--- src/rtl/fetch_pkg.sv ---
// Shared fetch-path definitions: reset PC, NOP encoding and the queue entry
// payload (pc + instr) used by fetch_queue and its storage array.
package fetch_pkg;

  localparam int unsigned XLEN = 32;

  localparam logic [XLEN-1:0] PC_RESET  = 32'h0000_3000;
  localparam logic [XLEN-1:0] INSTR_NOP = 32'h0000_0000;

  typedef struct packed {
    logic [XLEN-1:0] pc;
    logic [XLEN-1:0] instr;
  } fetch_entry_t;

endpackage

--- src/rtl/fetch_queue_if.sv ---
// Fetch/decode handshake bundle for fetch_queue.
//   master : fetch + decode side (drives in_*, out_ready, flush)
//   slave  : the queue (drives in_ready, out_*, count)
interface fetch_queue_if
  import fetch_pkg::*;
#(
  parameter int unsigned ADDR_W = 2
);

  logic            in_valid;
  logic [XLEN-1:0] in_pc;
  logic [XLEN-1:0] in_instr;
  logic            in_ready;
  logic            out_valid;
  logic [XLEN-1:0] out_pc;
  logic [XLEN-1:0] out_instr;
  logic            out_ready;
  logic            flush;
  logic [ADDR_W:0] count;

  modport master (
    output in_valid, in_pc, in_instr, out_ready, flush,
    input  in_ready, out_valid, out_pc, out_instr, count
  );

  modport slave (
    input  in_valid, in_pc, in_instr, out_ready, flush,
    output in_ready, out_valid, out_pc, out_instr, count
  );

endinterface

--- src/rtl/fetch_queue_ram.sv ---
// DEPTH x fetch_entry_t register array: one synchronous write port,
// one asynchronous read port. Contents are not reset.
//   clk   : write clock
//   we    : write enable
//   waddr : write index
//   wdata : entry to store
//   raddr : read index
//   rdata : entry at raddr (combinational)
module fetch_queue_ram
  import fetch_pkg::*;
#(
  parameter int unsigned DEPTH  = 4,
  parameter int unsigned ADDR_W = 2
) (
  input  logic              clk,
  input  logic              we,
  input  logic [ADDR_W-1:0] waddr,
  input  fetch_entry_t      wdata,
  input  logic [ADDR_W-1:0] raddr,
  output fetch_entry_t      rdata
);

  fetch_entry_t mem [DEPTH];

  always_ff @(posedge clk) begin
    if (we) begin
      mem[waddr] <= wdata;
    end
  end

  assign rdata = mem[raddr];

endmodule

--- src/rtl/fetch_queue.sv ---
// Instruction prefetch queue between fetch and decode. Fetch pushes
// {pc, instr}; decode pops with ready/valid. A flush keeps only the oldest
// surviving entry (branch delay slot), or captures the incoming pair if
// nothing survives.
//   clk   : rising-edge clock
//   reset : synchronous, active-low
//   q     : fetch_queue_if.slave (push side, pop side, flush, count)
// Optional (FETCH_QUEUE_STATS_EN):
//   stall_cycles : cycles with in_valid & ~in_ready (saturating)
//   flush_count  : cycles with flush asserted (saturating)
module fetch_queue
  import fetch_pkg::*;
#(
  parameter int unsigned     DEPTH    = 4,
  parameter int unsigned     ADDR_W   = 2,
  parameter logic [XLEN-1:0] RESET_PC = PC_RESET
) (
  input  logic             clk,
  input  logic             reset,
  fetch_queue_if.slave     q
`ifdef FETCH_QUEUE_STATS_EN
  ,
  output logic [31:0]      stall_cycles,
  output logic [31:0]      flush_count
`endif
);

  localparam int unsigned CNT_W = ADDR_W + 1;
  localparam logic [CNT_W-1:0] FULL = CNT_W'(DEPTH);

  logic [ADDR_W-1:0] rd_ptr, wr_ptr, rd_nxt, wr_nxt;
  logic [CNT_W-1:0]  cnt, cnt_nxt, rem;
  logic              push, pop, we;
  fetch_entry_t      wdata, rdata;

  // Handshake depends only on registered occupancy.
  assign q.in_ready  = (cnt != FULL);
  assign q.out_valid = (cnt != '0);
  assign push        = q.in_valid & q.in_ready;
  assign pop         = q.out_valid & q.out_ready;
  assign rem         = cnt - CNT_W'(pop);

  // Next pointer/count; flush resolves the pop first, then keeps one entry.
  always_comb begin
    rd_nxt  = rd_ptr;
    wr_nxt  = wr_ptr;
    cnt_nxt = cnt;
    we      = 1'b0;
    if (q.flush) begin
      if (rem != '0) begin
        rd_nxt  = rd_ptr + ADDR_W'(pop);
        wr_nxt  = rd_nxt + ADDR_W'(1);
        cnt_nxt = CNT_W'(1);
      end else if (push) begin
        // Nothing survives, so rd_ptr+pop already equals wr_ptr.
        we      = 1'b1;
        rd_nxt  = wr_ptr;
        wr_nxt  = wr_ptr + ADDR_W'(1);
        cnt_nxt = CNT_W'(1);
      end else begin
        rd_nxt  = rd_ptr + ADDR_W'(pop);
        cnt_nxt = '0;
      end
    end else begin
      we      = push;
      wr_nxt  = wr_ptr + ADDR_W'(push);
      rd_nxt  = rd_ptr + ADDR_W'(pop);
      cnt_nxt = cnt + CNT_W'(push) - CNT_W'(pop);
    end
  end

  always_ff @(posedge clk) begin
    if (!reset) begin
      rd_ptr <= '0;
      wr_ptr <= '0;
      cnt    <= '0;
    end else begin
      rd_ptr <= rd_nxt;
      wr_ptr <= wr_nxt;
      cnt    <= cnt_nxt;
    end
  end

  assign wdata.pc    = q.in_pc;
  assign wdata.instr = q.in_instr;

  fetch_queue_ram #(
    .DEPTH  (DEPTH),
    .ADDR_W (ADDR_W)
  ) u_ram (
    .clk   (clk),
    .we    (we & reset),
    .waddr (wr_ptr),
    .wdata (wdata),
    .raddr (rd_ptr),
    .rdata (rdata)
  );

  assign q.out_pc    = (cnt == '0) ? RESET_PC  : rdata.pc;
  assign q.out_instr = (cnt == '0) ? INSTR_NOP : rdata.instr;
  assign q.count     = cnt;

`ifdef FETCH_QUEUE_STATS_EN
  // Saturating event counters.
  always_ff @(posedge clk) begin
    if (!reset) begin
      stall_cycles <= '0;
      flush_count  <= '0;
    end else begin
      if (q.in_valid && !q.in_ready && (stall_cycles != '1)) begin
        stall_cycles <= stall_cycles + 32'd1;
      end
      if (q.flush && (flush_count != '1)) begin
        flush_count <= flush_count + 32'd1;
      end
    end
  end
`endif

endmodule

--- src/flat_wrapper.sv ---
// flat-port wrapper written by rule: the top's interface ports become plain ports
module fetch_queue_flat import fetch_pkg::*;
#(
  parameter int unsigned     DEPTH    = 4,
  parameter int unsigned     ADDR_W   = 2,
  parameter logic [XLEN-1:0] RESET_PC = PC_RESET
)
  (clk, reset, q_in_valid, q_in_pc, q_in_instr, q_out_ready, q_flush, q_in_ready, q_out_valid, q_out_pc, q_out_instr, q_count);
  fetch_queue_if #(.ADDR_W(ADDR_W)) q_i ();
  input  logic clk;
  input  logic reset;
  input wire logic [$bits(q_i.in_valid)-1:0] q_in_valid;
  input wire logic [$bits(q_i.in_pc)-1:0] q_in_pc;
  input wire logic [$bits(q_i.in_instr)-1:0] q_in_instr;
  input wire logic [$bits(q_i.out_ready)-1:0] q_out_ready;
  input wire logic [$bits(q_i.flush)-1:0] q_flush;
  output wire logic [$bits(q_i.in_ready)-1:0] q_in_ready;
  output wire logic [$bits(q_i.out_valid)-1:0] q_out_valid;
  output wire logic [$bits(q_i.out_pc)-1:0] q_out_pc;
  output wire logic [$bits(q_i.out_instr)-1:0] q_out_instr;
  output wire logic [$bits(q_i.count)-1:0] q_count;
  assign q_i.in_valid = q_in_valid;
  assign q_i.in_pc = q_in_pc;
  assign q_i.in_instr = q_in_instr;
  assign q_i.out_ready = q_out_ready;
  assign q_i.flush = q_flush;
  assign q_in_ready = q_i.in_ready;
  assign q_out_valid = q_i.out_valid;
  assign q_out_pc = q_i.out_pc;
  assign q_out_instr = q_i.out_instr;
  assign q_count = q_i.count;
  fetch_queue #(.DEPTH(DEPTH), .ADDR_W(ADDR_W), .RESET_PC(RESET_PC)) u_core (.clk(clk), .reset(reset), .q(q_i));
endmodule
--- config.mk ---
export PLATFORM = sky130hd
export DESIGN_NAME = fetch_queue_flat
export DESIGN_NICKNAME = d
export VERILOG_FILES = /design/src/rtl/fetch_pkg.sv /design/src/rtl/fetch_queue_if.sv /design/src/rtl/fetch_queue_ram.sv /design/src/rtl/fetch_queue.sv /design/src/flat_wrapper.sv
export SDC_FILE = /design/constraint.sdc
export NUM_CORES = 1
export LEC_CHECK = 0
export ABC_AREA = 1
export CORE_ASPECT_RATIO = 0.9
export CORE_MARGIN = 10
export CORE_UTILIZATION = 30
export CTS_CLUSTER_SIZE = 10
export DETAILED_ROUTE_END_ITERATION = 8
export GPL_ROUTABILITY_DRIVEN = 1
export SETUP_SLACK_MARGIN = 0.4
export SKIP_CTS_REPAIR_TIMING = 1
export SLEW_MARGIN = 20
export SYNTH_ARGS = -nofsm -noshare
export SYNTH_HDL_FRONTEND = slang
export SYNTH_SLANG_ARGS = --single-unit
--- constraint.sdc ---
create_clock -name clk -period 11.2 [get_ports clk]
set_input_delay 1.12 -clock clk [delete_from_list [all_inputs] [get_ports clk]]
set_output_delay 1.12 -clock clk [all_outputs]
set_load 0.01 [all_outputs]
==> out/metrics.cfg <==
[finish]
final_common_cell = nor2_1
final_nets = 1044
layout_common_cells = nor2_1, edfxtp_1, clkdlybuf4s50_1
area_growth_pct = 25.8
diodes = 0
final_layout_size_suffix_gt1_share_pct = 6.91
fillers = 3250

[worst_setup_path]
critPathBufInv = 3
cp_cell_sequence = clkinv_2 > buf_4 > nor2_1 > nor2_1 > o21ai_0 > o311ai_0 > clkdlybuf4s50_1
crit_top_cell = nor2_1
cp-end-kind = output port
required_ns = 10.08
critical-path-top-delay-family = buffers and inverters
criticalPathCategory = register to output port
startpoint_type = register
arrival_ns = 3.83
worstPathMaxFanout = 76
slowest_delay_ns = 0.81
slowest_stage = dfxtp_4

[clocking]
path_clk_slew_ns = 0.06
tritoncts = done
cts_buffers = 30
cts_sinks = 263
clk_latency_ns = 0.54
cts.path.max_buffers = 3
cts_root_buf = clkbuf_16
htree_num_levels = 1

[sta]
worst_slack_ns = 6.25
rsz0062_at_grt = no
period_minus_slack_ns = 4.95
fmax_mhz = 202
slew_violations = 0
finalHoldViolCount = 0
worst_slew_pin_slew_ns = 0.990
setup_violations = 0
fin_crit_sh_pct = 44.2
skew_ns = 0.0147
setup-tns-final_ns = 0
slew_headroom_pct = 34.0

[place]
pre_cts_ws_ns = 6.76
dp_hpwl_um = 15200
io_buffers = 137
gp_congestion = 0.767

[pwr]
clkPwrFrac_pct = 35.5
seqPwrFrac_pct = 48.2
switchingPower_uw = 597
ir_worst_vdd_mv = 0.118
internal_power_uw = 1790
comb_power_share_pct = 16.3
cellPowerDensity_nw_per_um2 = 181
power.share.switching_pct = 25.0
p_leak_uw = 0.00437

[drt]
first_pass_iters = 6
routed_wl_um = 25800
vias = 6620
antenna_left = 0
vias_per_cell = 4.58
drt_iter0_markers = 456
wire_per_inst_um = 17.8
drc = 0

[min_path]
hp-class = register to register

[die]
die_y_um = 197
initial_core_util_pct = 30.5
io_pins = 138
dieArea_um2 = 42700
die_w_um = 217
fp.coreArea_um2 = 34200
fp-row-count = 64

[synth]
synth_fp_nets = 911
yosys.area.top_type_share_pct = 73.6
avgSynthCellArea_um2 = 12.5
ys_seq_area_share_pct = 74.9
synth_area_leader_cell = edfxtp_1
yosysWarnings = 0
synthCells = 837
ys_top_cells_by_area = edfxtp_1, nor2_1, o21ai_0
netlist_area_um2 = 10400
synth.distinct_cells = 31
synth-seq-cells = 263

[run]
maxCapViolCount = 0

[run_status]
status = complete, no violations

[global_route]
grt_pass1_wl_um = 39600
grt.overflow.total = 0
grt_pass1_vias = 6683
antenna_found_initial = 2
grt_usage_pct = 11.7
grt_max_degree = 77

Yosys cell counts:
master,number
nor2_4,1
nand2_1,19
nor3_4,1
o21ai_1,2
nand4_1,5
o311ai_0,2
nor4_1,1
o211a_1,1
nor2_2,1
nor3_1,4
o21ai_0,127
a21oi_2,1
nor2_1,261
a21oi_1,65
nor3_2,1
clkbuf_1,19
nand3_1,2
o211ai_1,1
fa_1,1
nand3_4,2
and3_1,1
inv_1,10
o211ai_2,1
buf_2,28
dfxtp_1,7
inv_2,7
nand2_2,4
edfxtp_1,256
a21boi_0,1
ha_1,4
xor2_1,1
tightest hold or removal path: cells and delay by family (launching register included):
family           cells  cell delay [ns]
flip-flops           1             0.33
AND/OR/NAND/NOR      4             0.27
through the flow:
step | hold WS (ns) | total power (uW) | std cells | utilization [%] | area (um2)
final | 0.655 | 2380 | 1446 | 38.4 | 13100
after global routing | 0.701 | 2500 | 1446 | 38.4 | 13100
after CTS | 0.658 | 2420 | 1446 | 38.4 | 13100
after detailed placement | 0.648 | 1570 | 1400 | 36.0 | 12300
after global placement | 0.624 | 1560 | 1400 | 36.0 | 12300
after floorplan | 0.553 | 1380 | 837 | - | 10400
final cells by class:
type | count | area (um2) | area share (%)
Clock buffer | 45 | 838 | 6.38
Timing Repair Buffer | 148 | 1450 | 11.1
Tap cell | 462 | 578 | 4.40
Clock inverter | 1 | 3.75 | 0.0286
Inverter | 17 | 65.1 | 0.495
Multi-Input combinational cell | 510 | 2370 | 18.0
Sequential cell | 263 | 7830 | 59.6
worst paths after layout:
check                                                  start                           endpoint  slack (ns)  depth (start not counted)
worst max-delay path             u_core.rd_ptr[0]$_SDFF_PN0_                       q_out_pc[12]        6.25                          7
worst min-delay path            u_core.q.count[1]$_SDFF_PP0_       u_core.q.count[2]$_SDFF_PP0_        0.65                          4
worst max register to register  u_core.q.count[1]$_SDFF_PP0_  u_core.u_ram.mem[0][22]$_DFFE_PP_        8.18                         12
worst min register to register  u_core.q.count[1]$_SDFF_PP0_       u_core.q.count[2]$_SDFF_PP0_        0.65                          4
power groups by stage:
stage	Combinational, uW	Sequential [uW]	Clock (uW)
floorplan	217	1160	0
global placement	394	1170	0
detailed placement	398	1170	0
CTS	400	1150	870
global route	435	1150	911
finish	389	1150	846
logic make-up after synthesis:
group / Yosys count / synth area share (%)
AOI/OAI and AO/OA: 201 / 9.91
xor gates and xnor gates: 1 / 0.0839
adders and majority gates: 5 / 0.671
buffers and inverters: 64 / 2.64
DFF: 263 / 74.9
and+or+nand+nor: 303 / 11.8
state kept, by name, summed over array words and instances (netlist names):
signal / flops
u_core.u_ram.mem: 256
u_core.q.count: 3
u_core.rd_ptr: 2
u_core.wr_ptr: 2
metal layers:
layer  up-vias  global-route usage, %  wire (um)
li1       3239                      -          -
met1      3213                   15.2      11600
met2       126                   19.8      12300
met3        38                   2.31       1340
met4         4                   3.10        430
met5         -                      0         34
Power figures use the tool's default switching activity.
